### config.mk
export PLATFORM = sky130hd
export DESIGN_NAME = alu_issue_stage
export DESIGN_NICKNAME = d
export VERILOG_FILES = /design/src/rtl/alu_pkg.sv /design/src/rtl/alu_cmd_fifo.sv /design/src/rtl/alu_issue_stage.sv
export SDC_FILE = /design/constraint.sdc
export NUM_CORES = 1
export LEC_CHECK = 0
export ABC_AREA = 1
export CORE_ASPECT_RATIO = 1.1
export CORE_MARGIN = 5
export CORE_UTILIZATION = 58
export DETAILED_ROUTE_END_ITERATION = 10
export PLACE_DENSITY_LB_ADDON = 0.2
export SKIP_CTS_REPAIR_TIMING = 1
export SKIP_LAST_GASP = 1
export SYNTH_ARGS = -nofsm -noshare
export SYNTH_HDL_FRONTEND = slang
export SYNTH_SLANG_ARGS = --single-unit
### constraint.sdc
create_clock -name clk -period 5.98 [get_ports clk]
set_input_delay 1.495 -clock clk [delete_from_list [all_inputs] [get_ports clk]]
set_output_delay 1.495 -clock clk [all_outputs]
set_load 0.005 [all_outputs]
### src/rtl/alu_pkg.sv
// Shared types and constants for the ALU issue stage and its command FIFO.
package alu_pkg;

  localparam int DATA_W = 8;

  localparam logic [2:0] OP_ADD = 3'b000;
  localparam logic [2:0] OP_SUB = 3'b001;
  localparam logic [2:0] OP_DIV = 3'b010;
  localparam logic [2:0] OP_MUL = 3'b011;
  localparam logic [2:0] OP_AND = 3'b100;
  localparam logic [2:0] OP_OR  = 3'b101;
  localparam logic [2:0] OP_NOT = 3'b110;
  localparam logic [2:0] OP_XOR = 3'b111;

  typedef struct packed {
    logic [2:0]        opcode;
    logic [DATA_W-1:0] a;
    logic [DATA_W-1:0] b;
  } cmd_t;

  typedef enum logic [1:0] {
    ST_EMPTY,
    ST_BUSY,
    ST_FULL
  } stage_state_t;

  // Divide with a zero divisor is flagged here rather than trusted to the ALU.
  function automatic logic is_div_zero(cmd_t c);
    return (c.opcode == OP_DIV) && (c.b == '0);
  endfunction

endpackage

### src/rtl/alu_cmd_fifo.sv
// Synchronous command FIFO with show-ahead read data and occupancy count.
module alu_cmd_fifo
  import alu_pkg::*;
#(
  parameter int DEPTH = 4
) (
  input  logic                   clk,
  input  logic                   rst_n,
  input  logic                   wr_en,
  input  cmd_t                   wr_data,
  input  logic                   rd_en,
  output cmd_t                   rd_data,
  output logic                   full,
  output logic                   empty,
  output logic [$clog2(DEPTH):0] count
);

  localparam int PTR_W = $clog2(DEPTH);
  localparam int CNT_W = PTR_W + 1;

  cmd_t             mem [DEPTH];
  logic [PTR_W-1:0] wr_ptr;
  logic [PTR_W-1:0] rd_ptr;
  logic             do_wr;
  logic             do_rd;

  assign full    = (count == CNT_W'(DEPTH));
  assign empty   = (count == '0);
  assign do_wr   = wr_en && !full;
  assign do_rd   = rd_en && !empty;
  assign rd_data = mem[rd_ptr];

  // Storage array; contents are don't-care until written, so no reset.
  always_ff @(posedge clk) begin
    if (do_wr) begin
      mem[wr_ptr] <= wr_data;
    end
  end

  // Pointers wrap naturally because DEPTH is a power of two.
  always_ff @(posedge clk) begin
    if (!rst_n) begin
      wr_ptr <= '0;
      rd_ptr <= '0;
      count  <= '0;
    end else begin
      if (do_wr) wr_ptr <= wr_ptr + PTR_W'(1);
      if (do_rd) rd_ptr <= rd_ptr + PTR_W'(1);
      case ({do_wr, do_rd})
        2'b10:   count <= count + CNT_W'(1);
        2'b01:   count <= count - CNT_W'(1);
        default: count <= count;
      endcase
    end
  end

endmodule

### src/rtl/alu_issue_stage.sv
// Command queue in front of a combinational ALU plus a registered,
// back-pressurable result stage with zero and divide-by-zero flags.
module alu_issue_stage
  import alu_pkg::*;
#(
  parameter int DEPTH = 4
) (
  input  logic              clk,
  input  logic              rst_n,
  input  logic              cmd_valid,
  output logic              cmd_ready,
  input  logic [2:0]        cmd_opcode,
  input  logic [DATA_W-1:0] cmd_a,
  input  logic [DATA_W-1:0] cmd_b,
  output logic [2:0]        alu_opcode,
  output logic [DATA_W-1:0] alu_a,
  output logic [DATA_W-1:0] alu_b,
  input  logic [DATA_W-1:0] alu_result,
  output logic              res_valid,
  input  logic              res_ready,
  output logic [DATA_W-1:0] res_data,
  output logic [2:0]        res_opcode,
  output logic              res_zero,
  output logic              res_dz
);

  localparam int CNT_W = $clog2(DEPTH) + 1;

  cmd_t              cmd_in;
  cmd_t              fifo_rd_data;
  cmd_t              head;
  logic              fifo_full;
  logic              fifo_empty;
  logic [CNT_W-1:0]  fifo_count;
  logic              push;
  logic              capture;
  logic              head_dz;
  logic [DATA_W-1:0] res_next;
  stage_state_t      state_q;
  stage_state_t      state_d;
  logic [CNT_W-1:0]  cnt_next;
  logic              rv_next;

  assign cmd_in  = {cmd_opcode, cmd_a, cmd_b};
  assign push    = cmd_valid && !fifo_full;
  assign capture = !fifo_empty && (!res_valid || res_ready);

  alu_cmd_fifo #(
    .DEPTH (DEPTH)
  ) u_fifo (
    .clk     (clk),
    .rst_n   (rst_n),
    .wr_en   (push),
    .wr_data (cmd_in),
    .rd_en   (capture),
    .rd_data (fifo_rd_data),
    .full    (fifo_full),
    .empty   (fifo_empty),
    .count   (fifo_count)
  );

  // Present the FIFO head to the ALU, forced to zero when nothing is queued.
  always_comb begin
    head       = fifo_empty ? '0 : fifo_rd_data;
    alu_opcode = head.opcode;
    alu_a      = head.a;
    alu_b      = head.b;
    head_dz    = is_div_zero(head);
    res_next   = head_dz ? '1 : alu_result;
  end

  // Result register: load on capture, clear valid on a drain with no refill.
  always_ff @(posedge clk) begin
    if (!rst_n) begin
      res_valid  <= 1'b0;
      res_data   <= '0;
      res_opcode <= '0;
      res_zero   <= 1'b0;
      res_dz     <= 1'b0;
    end else if (capture) begin
      res_valid  <= 1'b1;
      res_data   <= res_next;
      res_opcode <= head.opcode;
      res_zero   <= (res_next == '0);
      res_dz     <= head_dz;
    end else if (res_valid && res_ready) begin
      res_valid  <= 1'b0;
    end
  end

  // Stage state register.
  always_ff @(posedge clk) begin
    if (!rst_n) state_q <= ST_EMPTY;
    else        state_q <= state_d;
  end

  // State is derived from the post-edge occupancy and result-valid values.
  always_comb begin
    cnt_next = fifo_count;
    if (push && !capture)      cnt_next = fifo_count + CNT_W'(1);
    else if (!push && capture) cnt_next = fifo_count - CNT_W'(1);
    rv_next = res_valid;
    if (capture)                     rv_next = 1'b1;
    else if (res_valid && res_ready) rv_next = 1'b0;
    if (cnt_next == CNT_W'(DEPTH))         state_d = ST_FULL;
    else if (cnt_next == '0 && !rv_next)   state_d = ST_EMPTY;
    else                                   state_d = ST_BUSY;
  end

  // Accept commands in every state except FULL; no push-through when full.
  always_comb begin
    cmd_ready = (state_q != ST_FULL);
  end

endmodule

# After elaboration in Yosys (flattened, before gate mapping)
# Memories as Yosys holds them, arrays and structs flattened. A register that Yosys moved wholly into a read port is not among the register bits.
# Cells that the tools add are included.
totals:
  mem_bits_rw: 76
  out_inout_bits: 34
  wordCells: 57
  in_bits: 31
  ff_bits: 23
  memories: 1
classes:
  eq_ne: 6
  add_sub_neg: 4
  bitwise_logic: 1
  n_mux: 13
  reduce_logical: 22
memory_table:
  columns: ["memory", "words", "word_bits", "read_ports", "rd_ports_with_merged_regs", "wr", "line_no", "source"]
  rows:
  - ["u_fifo.mem", 4, 19, 1, 1, 1, "alu_cmd_fifo.sv:21", "cmd_t mem [DEPTH];"]
op_table:
  columns: ["cell", "n"]
  rows:
  - ["two-way mux 19 bit", 1]
  - ["zero test 8 bit", 2]
  - ["logical AND 1 bit", 9]
  - ["two-way mux 8 bit", 1]
  - ["equality test 3 bit, second input constant", 2]
  - ["zero test 1 bit", 6]
  - ["zero test 3 bit", 2]
  - ["two-way mux 2 bit", 3]
  - ["two-way mux 3 bit", 2]
  - ["case mux 3 bit (2 select lines)", 1]
  - ["two-way mux 1 bit", 5]
  - ["adder 2 x 1 -> 2 bit, second input constant", 2]
  - ["adder 3 x 1 -> 3 bit, second input constant", 1]
  - ["equality test 3 x 2 -> 1 bit, second input constant", 1]
  - ["subtractor 3 x 1 -> 3 bit, second input constant", 1]
  - ["equality test 2 x 1 -> 1 bit, second input constant", 1]
  - ["equality test 2 bit, second input constant", 1]
  - ["inequality test 2 bit, second input constant", 1]
  - ["nonzero test 2 bit", 1]
  - ["OR reduction 2 bit", 1]
  - ["logical OR 1 bit", 1]
  - ["inverter 1 bit", 1]

# Longest topological paths before layout
# Gate-level depths: netlist (run 1).
logic_depth:
  depth_word: 11
  mapped_depth: 16

# Modules after synthesis
# A second synthesis (run 1) with hierarchy kept.
hier_totals:
  cells_unflattened: 404
  area_unflattened_um2: 4296.6
by_module_without_submodules:
  columns: ["module", "area_per_inst_um2", "cells_per_inst", "n_inst", "seq_area_each_um2"]
  rows:
  - ["alu_cmd_fifo", 3344.5, 253, 1, 2462.4]
  - ["alu_issue_stage", 952.2, 151, 1, 320.3]

# Least setup slack after synthesis (run 1)
# No wires, ideal clock.
synth_timing:
  path_kind: "input-to-reg"
  startpoint: "in res_ready"
  endpoint: "reg state_q[1]"
  t_required_ns: 5.869
  setup_slack_ns: 3.009
  arrival_time_ns: 2.860
  setup_time_ns: 0.111
  n_path_buf: 1
  path_stages: 12
  path_cell_list: "inv_1 -> nand2_1 -> nand2_1 -> inv_2 -> buf_2 -> ha_1 -> inv_1 -> ha_1 -> nor2_1 -> a32o_1 -> nand2_1 -> nor2_1"
synth_between:
  elab_chain_cells: 7
  word_cells_on_any_way: 9
synth_rtl:
  columns: ["element", "line_no", "source"]
  rows:
  - ["start, declared", "alu_issue_stage.sv:20", "input logic res_ready,"]
  - ["logical OR 1 bit (*)", "alu_issue_stage.sv:46", "assign capture = !fifo_empty && (!res_valid || res_ready);"]
  - ["logical AND 1 bit (*)", "alu_issue_stage.sv:46", null]
  - ["via capture", "alu_issue_stage.sv:36", "logic capture;"]
  - ["logical AND 1 bit or zero test 1 bit (tied branches)", "alu_issue_stage.sv:101, alu_issue_stage.sv:100", null]
  - ["two-way mux 3 bit or logical AND 1 bit (tied branches)", "alu_issue_stage.sv:101, alu_issue_stage.sv:100", null]
  - ["two-way mux 3 bit (*)", "alu_issue_stage.sv:100", "if (push && !capture) cnt_next = fifo_count + CNT_W'(1);"]
  - ["equality test 3 bit (*)", "alu_issue_stage.sv:105", "if (cnt_next == CNT_W'(DEPTH)) state_d = ST_FULL;"]
  - ["two-way mux 2 bit (*)", "alu_issue_stage.sv:105", null]
  - ["end signal, assigned", "alu_issue_stage.sv:94", "else state_q <= state_d;"]
  - ["end, declared", "alu_issue_stage.sv:39", "stage_state_t state_q;"]
# Mark *: on every way through the listed nets, which the timed path passes. The rest lies on a longest branch.
# A chain may end at the register's enable or synchronous reset.

==> results.md, run 1 <==
GRT:
- The number of antenna violations at the first check in global routing is 0.
- The final global-route overflow total is 0.
- The global-route wire length before repair is approximately 15,000 µm.
- The largest net degree at the start of global routing is 40.
- The via count of the first global-routing pass is slightly above 3,000.
- The global-route usage over all layers is approximately 20%.

Synthesis:
- Summing every instance area after synthesis gives roughly 4300 µm².
- The post-synthesis average cell area is between 9 and 10 µm².
- Measured against the total synthesized area, the mux share comes to 0%.
- The combinational family with the most area after synthesis is simple AND/OR/NAND/NOR gates.
- The net count of the mapped netlist is 477.
- After synthesis, flip-flops and latches occupy approximately 64% of the total area.
- The proportion of netlist area held by the largest area contributor is between 50% and 60%.
- Of the total synthesized cell area, the portion taken by AND, OR, NAND and NOR gates is 15.9%.
- The register bit total from synthesis is between 100 and 150.
- The most area-hungry cell type in the Yosys netlist is sky130_fd_sc_hd__edfxtp_1.
- Yosys attributes the largest share of cell area to sky130_fd_sc_hd__edfxtp_1 (53%), sky130_fd_sc_hd__dfxtp_1 (12%), sky130_fd_sc_hd__nand2_1 (7.0%).
- For this run, the number of Yosys warnings is 0.
- The synthesized-area fraction occupied by ao, oa, aoi and oai cells is 7.88%.
- The synthesized netlist devotes 3.19% of its cell area to adder and majority cells.
- The cell count after synthesis came out at approximately 440.
- The area share of xor/xnor cells in the synthesized design is less than 1%.
- The number of distinct library cell variants in the gate-level netlist after synthesis is 29.

Final layout:
- Leaving out fill and tap cells, the most frequent cell in the layout is sky130_fd_sc_hd__nand2_1.
- The number of antenna diodes is 0.
- The growth of design area from synthesis to finish is 20.8%.
- The net count reported at finish is between 500 and 600.
- Cells with a size suffix above 1 make up 5.75% of the layout.
- The layout has 550 filler cells.
- In the layout the commonest cells are sky130_fd_sc_hd__nand2_1 (80), sky130_fd_sc_hd__edfxtp_1 (76), sky130_fd_sc_hd__inv_1 (67).
- The area used by multi-input combinational logic is between 1000 and 1500 µm².
- The total area of sequential cells is around 2800 µm².

Power:
- The power per unit of standard cell area is between 400 and 500 nW/µm².
- Cell internal power was estimated by the tool at between 0.001 and 0.0015 W.
- The overall power is around 0.0023 W.
- The clock power share is approximately a fifth.
- The switching share of total power is 35.7%.
- The portion of total power attributed to sequential cells is between 30 and 40%.
- The cell leakage power is 2.20 nW.
- Combinational cells account for 41.4% of the total power.
- The analysis attributes to net switching a power of around 0.00083 W.
- Across the VDD grid, the largest voltage drop is 0.236 mV.

Timing:
- At the pin with the least slew margin, the transition time is around 0.8 ns.
- The smallest clock period supported by the final layout is computed as between 4 and 5 ns.
- The post-route clock skew is 0.00963 ns.
- For the final routed database, the setup TNS stands at 0 ns.
- Setup repair after global routing left no endpoint under its margin.
- The number of hold violations in the final report is 0.
- The number of endpoints failing setup at the final stage is 0.
- Of the available clock period, the critical path in the final layout requires between 70% and 80%.
- The upper clock frequency limit is between 200 and 250 MHz.
- Measured against its own limit, the worst slew margin works out to 46.8%.
- The post-route worst hold slack is around 0.49 ns.
- The final count of pins violating max slew is 0.

Detailed routing:
- The via count is 3,084.
- The DRC violations left is 0.
- The first TritonRoute pass finished after 5 iterations.
- After the first detailed-routing iteration, the DRC count stood at between 200 and 250.
- After detailed routing, the average wire length per cell comes to 15.1 µm.
- Once detail routing completed, the nets flagged for antenna violations numbered 0.
- After detailed routing, the number of vias per cell comes to roughly 5.2.
- The sum of routed wire length over all layers is a little under 9000 µm.

Worst setup path:
- The arrival time of data at the critical path endpoint is 3.05 ns.
- The worst register-to-register path has a depth of 13.
- Walking the worst path, the cells encountered are clkinv_1, nor2_1, o21ai_0, a21oi_1, clkdlybuf4s50_1.
- The endpoint kind of the worst setup timing path is a primary output.
- For flop-to-flop paths, the worst setup slack is about 2.8 ns.
- Of all nets on the critical path, the largest fanout is 20.
- In this run the critical register-to-register path is captured at state_q[0].
- The startpoint of the worst-slack reg-to-reg timing path is u_fifo.count[0].
- The data required time at the worst endpoint is around 4.5 ns.
- The slowest stage of the critical path belongs to the cell sky130_fd_sc_hd__dfxtp_1.
- For this run, the slowest stage of the critical path takes between 0.8 and 0.9 ns.
- The critical path launch point type is a flip-flop.
- The setup path with the least slack is of type reg2out.

Worst hold path:
- The launch instance of the worst min-delay path is u_fifo.rd_ptr[1].
- Along the worst hold path, the cell count comes to 2.
- The path category of the worst min-delay check is reg2reg.

Placement:
- The count of buffers added on input and output ports is 64.
- The global placer's final weighted congestion is around 0.9.
- The sum of net half-perimeters after detailed placement is ~6000 µm.

Flow run:
- The reported max-cap violation count is 0.

Die:
- The total area inside the core boundary comes to roughly 7300 µm².
- The floorplan step set the die height to 100 µm.
- The die is 92.3 µm wide.
- The placement row count is 33.
- The total I/O pin count is 65.
- The die covers just over 9000 µm².
- The initial standard-cell utilization of the core is 58.8%.

CTS:
- In this run, CTS created clock tree buffers numbering 9.
- The H-tree was split into 3 levels.
- The cell at the root of the clock tree is sky130_fd_sc_hd__clkbuf_8.
- The number of buffers on the longest clock path is 2.
- For the worst-skew pair, the clock arrives at the later sink with an insertion delay of 0.35 ns.
- The clock sink total is 101.
- The clock tree from TritonCTS is done.
- Clock-pin slew was measured on the worst setup and hold paths at ~0.090 ns.

Run status:
- The flow ran to the end, and the final reports show no timing, DRC or antenna violations.
[cells in the mapped netlist, drive strengths merged]
cell	number
inv	71
edfxtp	76
nor4	1
dfxtp	25
nand3	23
o211ai	2
o21ai	36
nor3b	1
nand4	1
clkbuf	4
a22oi	1
or2	1
nor3	1
a211oi	1
clkinv	1
nand2	81
a21oi	24
nor2	60
a32o	1
ha	11
buf	12
xnor2	1
[worst max-delay path, delay by kind of cell, from the launching register on]
kind                   cells  cell delay, ns
and+or+nand+nor            1            0.24
AOI/OAI and AO/OA          2            0.29
buffers and inverters      2            1.32
DFF                        1            0.85
[stage by stage]
| stage | util, % | instances | setup slack, ns | cell area (µm²) |
|---|---|---|---|---|
| after global placement | 68.2 | 575 | 1.87 | 5010 |
| final | 71.0 | 591 | 1.44 | 5220 |
| after CTS | 71.0 | 591 | 1.41 | 5220 |
| after detailed placement | 68.2 | 575 | 1.80 | 5010 |
| after floorplan | - | 435 | 3.01 | 4320 |
| after global routing | 71.0 | 591 | 1.16 | 5220 |
[state kept, by name, summed over array words and instances (netlist names), named ones only]
signal and flops:
u_fifo.rd_ptr 2, res_opcode 3, res_data 8, res_valid 1, u_fifo.wr_ptr 2, res_zero 1, state_q 2, u_fifo.count 3
res_dz 1, u_fifo.mem 76
[power by group through the flow]
stage,logic (W),clock network [W],registers [W]
after floorplan,0.000574,0,0.000931
after CTS,0.000973,0.000444,0.000929
after global routing,0.00108,0.000474,0.000941
final,0.000964,0.000434,0.000929
after global placement,0.000947,0,0.000940
after detailed placement,0.000968,0,0.000945
[area by class of cell]
cell class	count	area share, %
Inverter	72	5.18
Sequential cell	101	53.3
Clock inverter	7	1.54
Multi-Input combinational cell	246	22.5
Timing Repair Buffer	69	13.0
Clock buffer	9	2.37
Tap cell	87	2.09
[how the worst max path moves through the flow]
stage / start / endpoint / depth (start not counted)
global route: flip-flop / alu_a[0] / 5
finish: flip-flop / alu_a[4] / 5
global placement: flip-flop / alu_b[0] / 5
floorplan: res_ready / state_q[1] / 12
detailed placement: flip-flop / alu_a[4] / 5
CTS: flip-flop / alu_a[4] / 5
[per-layer routing]
metal / vias up / GRT usage (%) / routed length [µm]
met2: 90 / 33.4 / 4480
met5: - / 0 / 0
met1: 1439 / 26.7 / 3830
met4: 0 / 8.57 / 181
li1: 1539 / - / -
met3: 16 / 3.51 / 438
[cells by family (layout without fill, tap and decap cells)]
logic type / after synthesis / in the layout
AOI/OAI and AO/OA: 65 / 65
xor gates and xnor gates: 1 / 1
adders and majority gates: 11 / 11
buffers and inverters: 88 / 157
DFF: 101 / 101
and+or+nand+nor: 169 / 169
No activity file was read; power rests on OpenSTA's default activity.
==> run 2, diff against run 1 <==
--- a/config.mk
+++ b/config.mk
@@ -8,7 +8,7 @@
 export ABC_AREA = 1
 export CORE_ASPECT_RATIO = 1.1
 export CORE_MARGIN = 5
-export CORE_UTILIZATION = 58
+export CORE_UTILIZATION = 48
 export DETAILED_ROUTE_END_ITERATION = 10
 export PLACE_DENSITY_LB_ADDON = 0.2
 export SKIP_CTS_REPAIR_TIMING = 1
==> constraint.sdc (replaced) <==
create_clock -name clk -period 3.7 [get_ports clk]
set_input_delay 0.925 -clock clk [delete_from_list [all_inputs] [get_ports clk]]
set_output_delay 0.925 -clock clk [all_outputs]
set_load 0.005 [all_outputs]
==> run 2 against run 1 <==
Against the previous run:
- die area increased by 19%
- non-clock buffer count increased by 3
- routed wire length decreased by 0.38%
- final cell count increased by 5.1%
- critical endpoint is now alu_opcode[2]
- largest cell class unchanged
==> results.md, run 2 (synthesis gave the netlist of run 1 again) <==
Run status:
- Status: finished clean (unchanged).

Power:
- The internal portion of total power is 0.00238 W (was 0.00150 W).
- The net switching power of the design came to 0.00137 W (was 0.000832 W).
- The cell leakage power is 2.21 nW (was 2.20 nW).
- The switching share of total power came to 36.5% (was 35.7%).
- The clock power share was 17.7% (was 18.6%).
- The worst ir drop on vdd was 0.338 mV (was 0.236 mV).
- The portion of total power attributed to sequential cells is 39.5% (was 39.9%).
- The power per unit of standard cell area was 712 nW/µm² (was 446 nW/µm²).
- The proportion of power drawn by combinational gates is 42.8% (was 41.4%).

Final layout:
- The most frequent standard cell in the layout excluding fill and tap cells is sky130_fd_sc_hd__nand2_1 (unchanged).
- Regs by FF count: u_fifo.mem (76), res_data (8) (unchanged).
- The non-filler instance count after layout is 621 (was 591).
- The share of final-layout standard cells stronger than drive strength 1 was 6.11% (was 5.75%).
- The number of antenna diodes was 0 (unchanged).
- The top register by number of flip-flops is u_fifo.mem (unchanged).
- The number of flip-flops in the largest register is 76 (unchanged).
- The growth of design area from synthesis to finish came to 21.8% (was 20.8%).
- The net count reported at finish is 544 (was 541).
- Highest-count cells in the layout ignoring fill and taps: sky130_fd_sc_hd__nand2_1 (80), sky130_fd_sc_hd__edfxtp_1 (76), sky130_fd_sc_hd__inv_1 (67) (unchanged).

Detailed routing:
- The detail-routed net length per standard cell is 14.3 µm (was 15.1 µm).
- The via count is 3,071 (was 3,084).
- The number of nets still failing antenna checks after routing is 0 (unchanged).
- The sum of routed wire length over all layers is 8900 µm (was 8930 µm).
- The violation count after the first detailed-route iteration was 231 (was 237).
- The detailed-route vias per instance is 4.95 (was 5.22).
- The detailed-router iteration count before antenna repair came to 4 (was 5).
- The DRC violations left was 0 (unchanged).

Timing:
- The number of hold violations in the final report is 0 (unchanged).
- Timing would allow up to around 300 MHz.
- The number of endpoints failing setup at the final stage is 0 (unchanged).
- The transition time of the tightest slew-check pin came to 0.637 ns (was 0.797 ns).
- The sum of negative setup slack is 0 ns (unchanged).
- The post-route worst hold slack is 0.480 ns (was 0.488 ns).
- The final critical path takes up between 80% and 90% of the cycle.
- Unrepaired setup endpoints after global routing: no (unchanged).
- The post-route clock skew is 0.0124 ns (was 0.00963 ns).
- The worst-case headroom to the max-slew limit is 57.4% (was 46.8%).
- The final count of pins violating max slew is 0 (unchanged).
- The clock period could shrink to 3.25 ns.

Worst setup path:
- The setup slack of the most critical reg-to-reg path was 0.96 ns (was 2.77 ns).
- The critical path launch point type is a flip-flop (unchanged).
- The arrival time of data at the critical path endpoint is 2.33 ns (was 3.05 ns).
- The path type of the worst setup path was reg2out (unchanged).
- The maximum fanout along the worst path is 10 (was 20).
- The endpoint kind of the worst setup timing path is a primary output (unchanged).
- The data required time at the worst endpoint is 2.77 ns (was 4.49 ns).

CTS:
- The number of buffers inserted during clock tree synthesis is 9 (unchanged).
- The later-pin clock latency in the skew report is 0.36 ns (was 0.35 ns).
- The clock sink total is 101 (unchanged).
- The number of buffers on the longest clock path is 2 (unchanged).
- The clock tree from TritonCTS is done (unchanged).
- The clock transition at the registers of the reported paths is 0.11 ns (was 0.09 ns).
- The total number of H-tree levels is 3 (unchanged).
- The cell at the root of the clock tree is sky130_fd_sc_hd__clkbuf_8 (unchanged).

Die:
- The area of the placeable core is 8830 µm² (was 7350 µm²).
- The width of the die is 100 µm (was 92.3 µm).
- The area enclosed by the die boundary is 11,000 µm² (was 9270 µm²).
- The total I/O pin count is 65 (unchanged).
- The initial standard-cell utilization of the core is 48.9% (was 58.8%).
- The placement row count is 36 (was 33).
- The chip height is 109 µm (was 100 µm).

Placement:
- The count of input and output buffers is 64 (unchanged).
- The cell count after placement was 605 (was 575).
- The global placer's final weighted congestion is 0.827 (was 0.898).
- The sum of net half-perimeters after detailed placement is 5890 µm (was 5870 µm).

GRT:
- The global-route usage over all layers came to 17.1% (was 20.2%).
- The via count of the first global-routing pass is 3,034 (was 3,018).
- The number of antenna violations at the first check in global routing is 0 (unchanged).
- The final global-route overflow total was 0 (unchanged).
- The global-route wire length before repair was 14,500 µm (was 14,700 µm).
- The largest net degree at the start of global routing is 39 (was 40).

Worst hold path:
- The path category of the worst min-delay check is reg2reg (unchanged).

Flow run:
- The reported max-cap violation count is 0 (unchanged).
==> run 2: cell types whose count changed in the layout (fill, tap and decap cells not counted) <==
cell,change
sky130_fd_sc_hd__bufinv_16,-1
sky130_fd_sc_hd__inv_6,+2
sky130_fd_sc_hd__clkinv_4,-1
sky130_fd_sc_hd__clkinv_1,+1
sky130_fd_sc_hd__clkinv_2,-1
sky130_fd_sc_hd__clkinv_8,+1
sky130_fd_sc_hd__clkinvlp_4,-1
sky130_fd_sc_hd__buf_4,+3
==> run 2: metal layers <==
| metal | vias up | GRT usage [%] | share of wire (%) |
|---|---|---|---|
| met5 | - | 0 | 0 |
| met4 | 0 | 6.93 | 1.7 |
| met3 | 12 | 3.17 | 4.5 |
| met2 | 82 | 27.7 | 49 |
| met1 | 1430 | 22.7 | 45 |
| li1 | 1547 | - | - |
==> run 2: stage by stage <==
step           power (W)  instance area, µm²  util [%]  setup slack (ns)
5_1_grt          0.00405                5260      59.6             0.253
4_1_cts          0.00379                5260      59.6             0.395
6_report         0.00375                5260      59.6             0.446
3_3_place_gp     0.00309                5070      57.4             0.766
3_5_place_dp     0.00312                5070      57.4             0.744
2_1_floorplan    0.00243                4320         -              1.30
==> run 2: area by class of cell <==
| type | count | area [µm²] |
|---|---|---|
| sequential | 101 | 2780 |
| inverter | 72 | 270 |
| multi-input combinational | 246 | 1170 |
| fill | 778 | 3570 |
| clock buffer | 9 | 124 |
| tap | 114 | 143 |
| clock inverter | 7 | 66.3 |
| timing repair buffer | 72 | 701 |
==> run 2: power by group through the flow <==
stage               sequential [W]  clock [W]  combinational, W
floorplan                  0.00150          0          0.000928
global placement           0.00150          0           0.00159
detailed placement         0.00151          0           0.00161
CTS                        0.00148   0.000681           0.00162
global route               0.00150   0.000726           0.00182
finish                     0.00148   0.000663           0.00160
==> run 2: worst paths after layout <==
kind,from,endpoint,depth (start not counted)
hold reg to reg,res_zero,res_zero,2
setup / recovery,u_fifo.count[0],alu_opcode[2],8
hold / removal,res_zero,res_zero,2
setup reg to reg,u_fifo.count[0],state_q[1],14
==> run 2: worst max-delay path, cell delays in order (launching register included) <==
cell and delay, ns:
sky130_fd_sc_hd__dfxtp_1 0.33, sky130_fd_sc_hd__inv_1 0.16, sky130_fd_sc_hd__ha_1 0.18, sky130_fd_sc_hd__inv_1 0.06
sky130_fd_sc_hd__nor2_2 0.41, sky130_fd_sc_hd__inv_2 0.17, sky130_fd_sc_hd__nand2_1 0.16, sky130_fd_sc_hd__inv_1 0.07
sky130_fd_sc_hd__clkdlybuf4s50_1 0.44
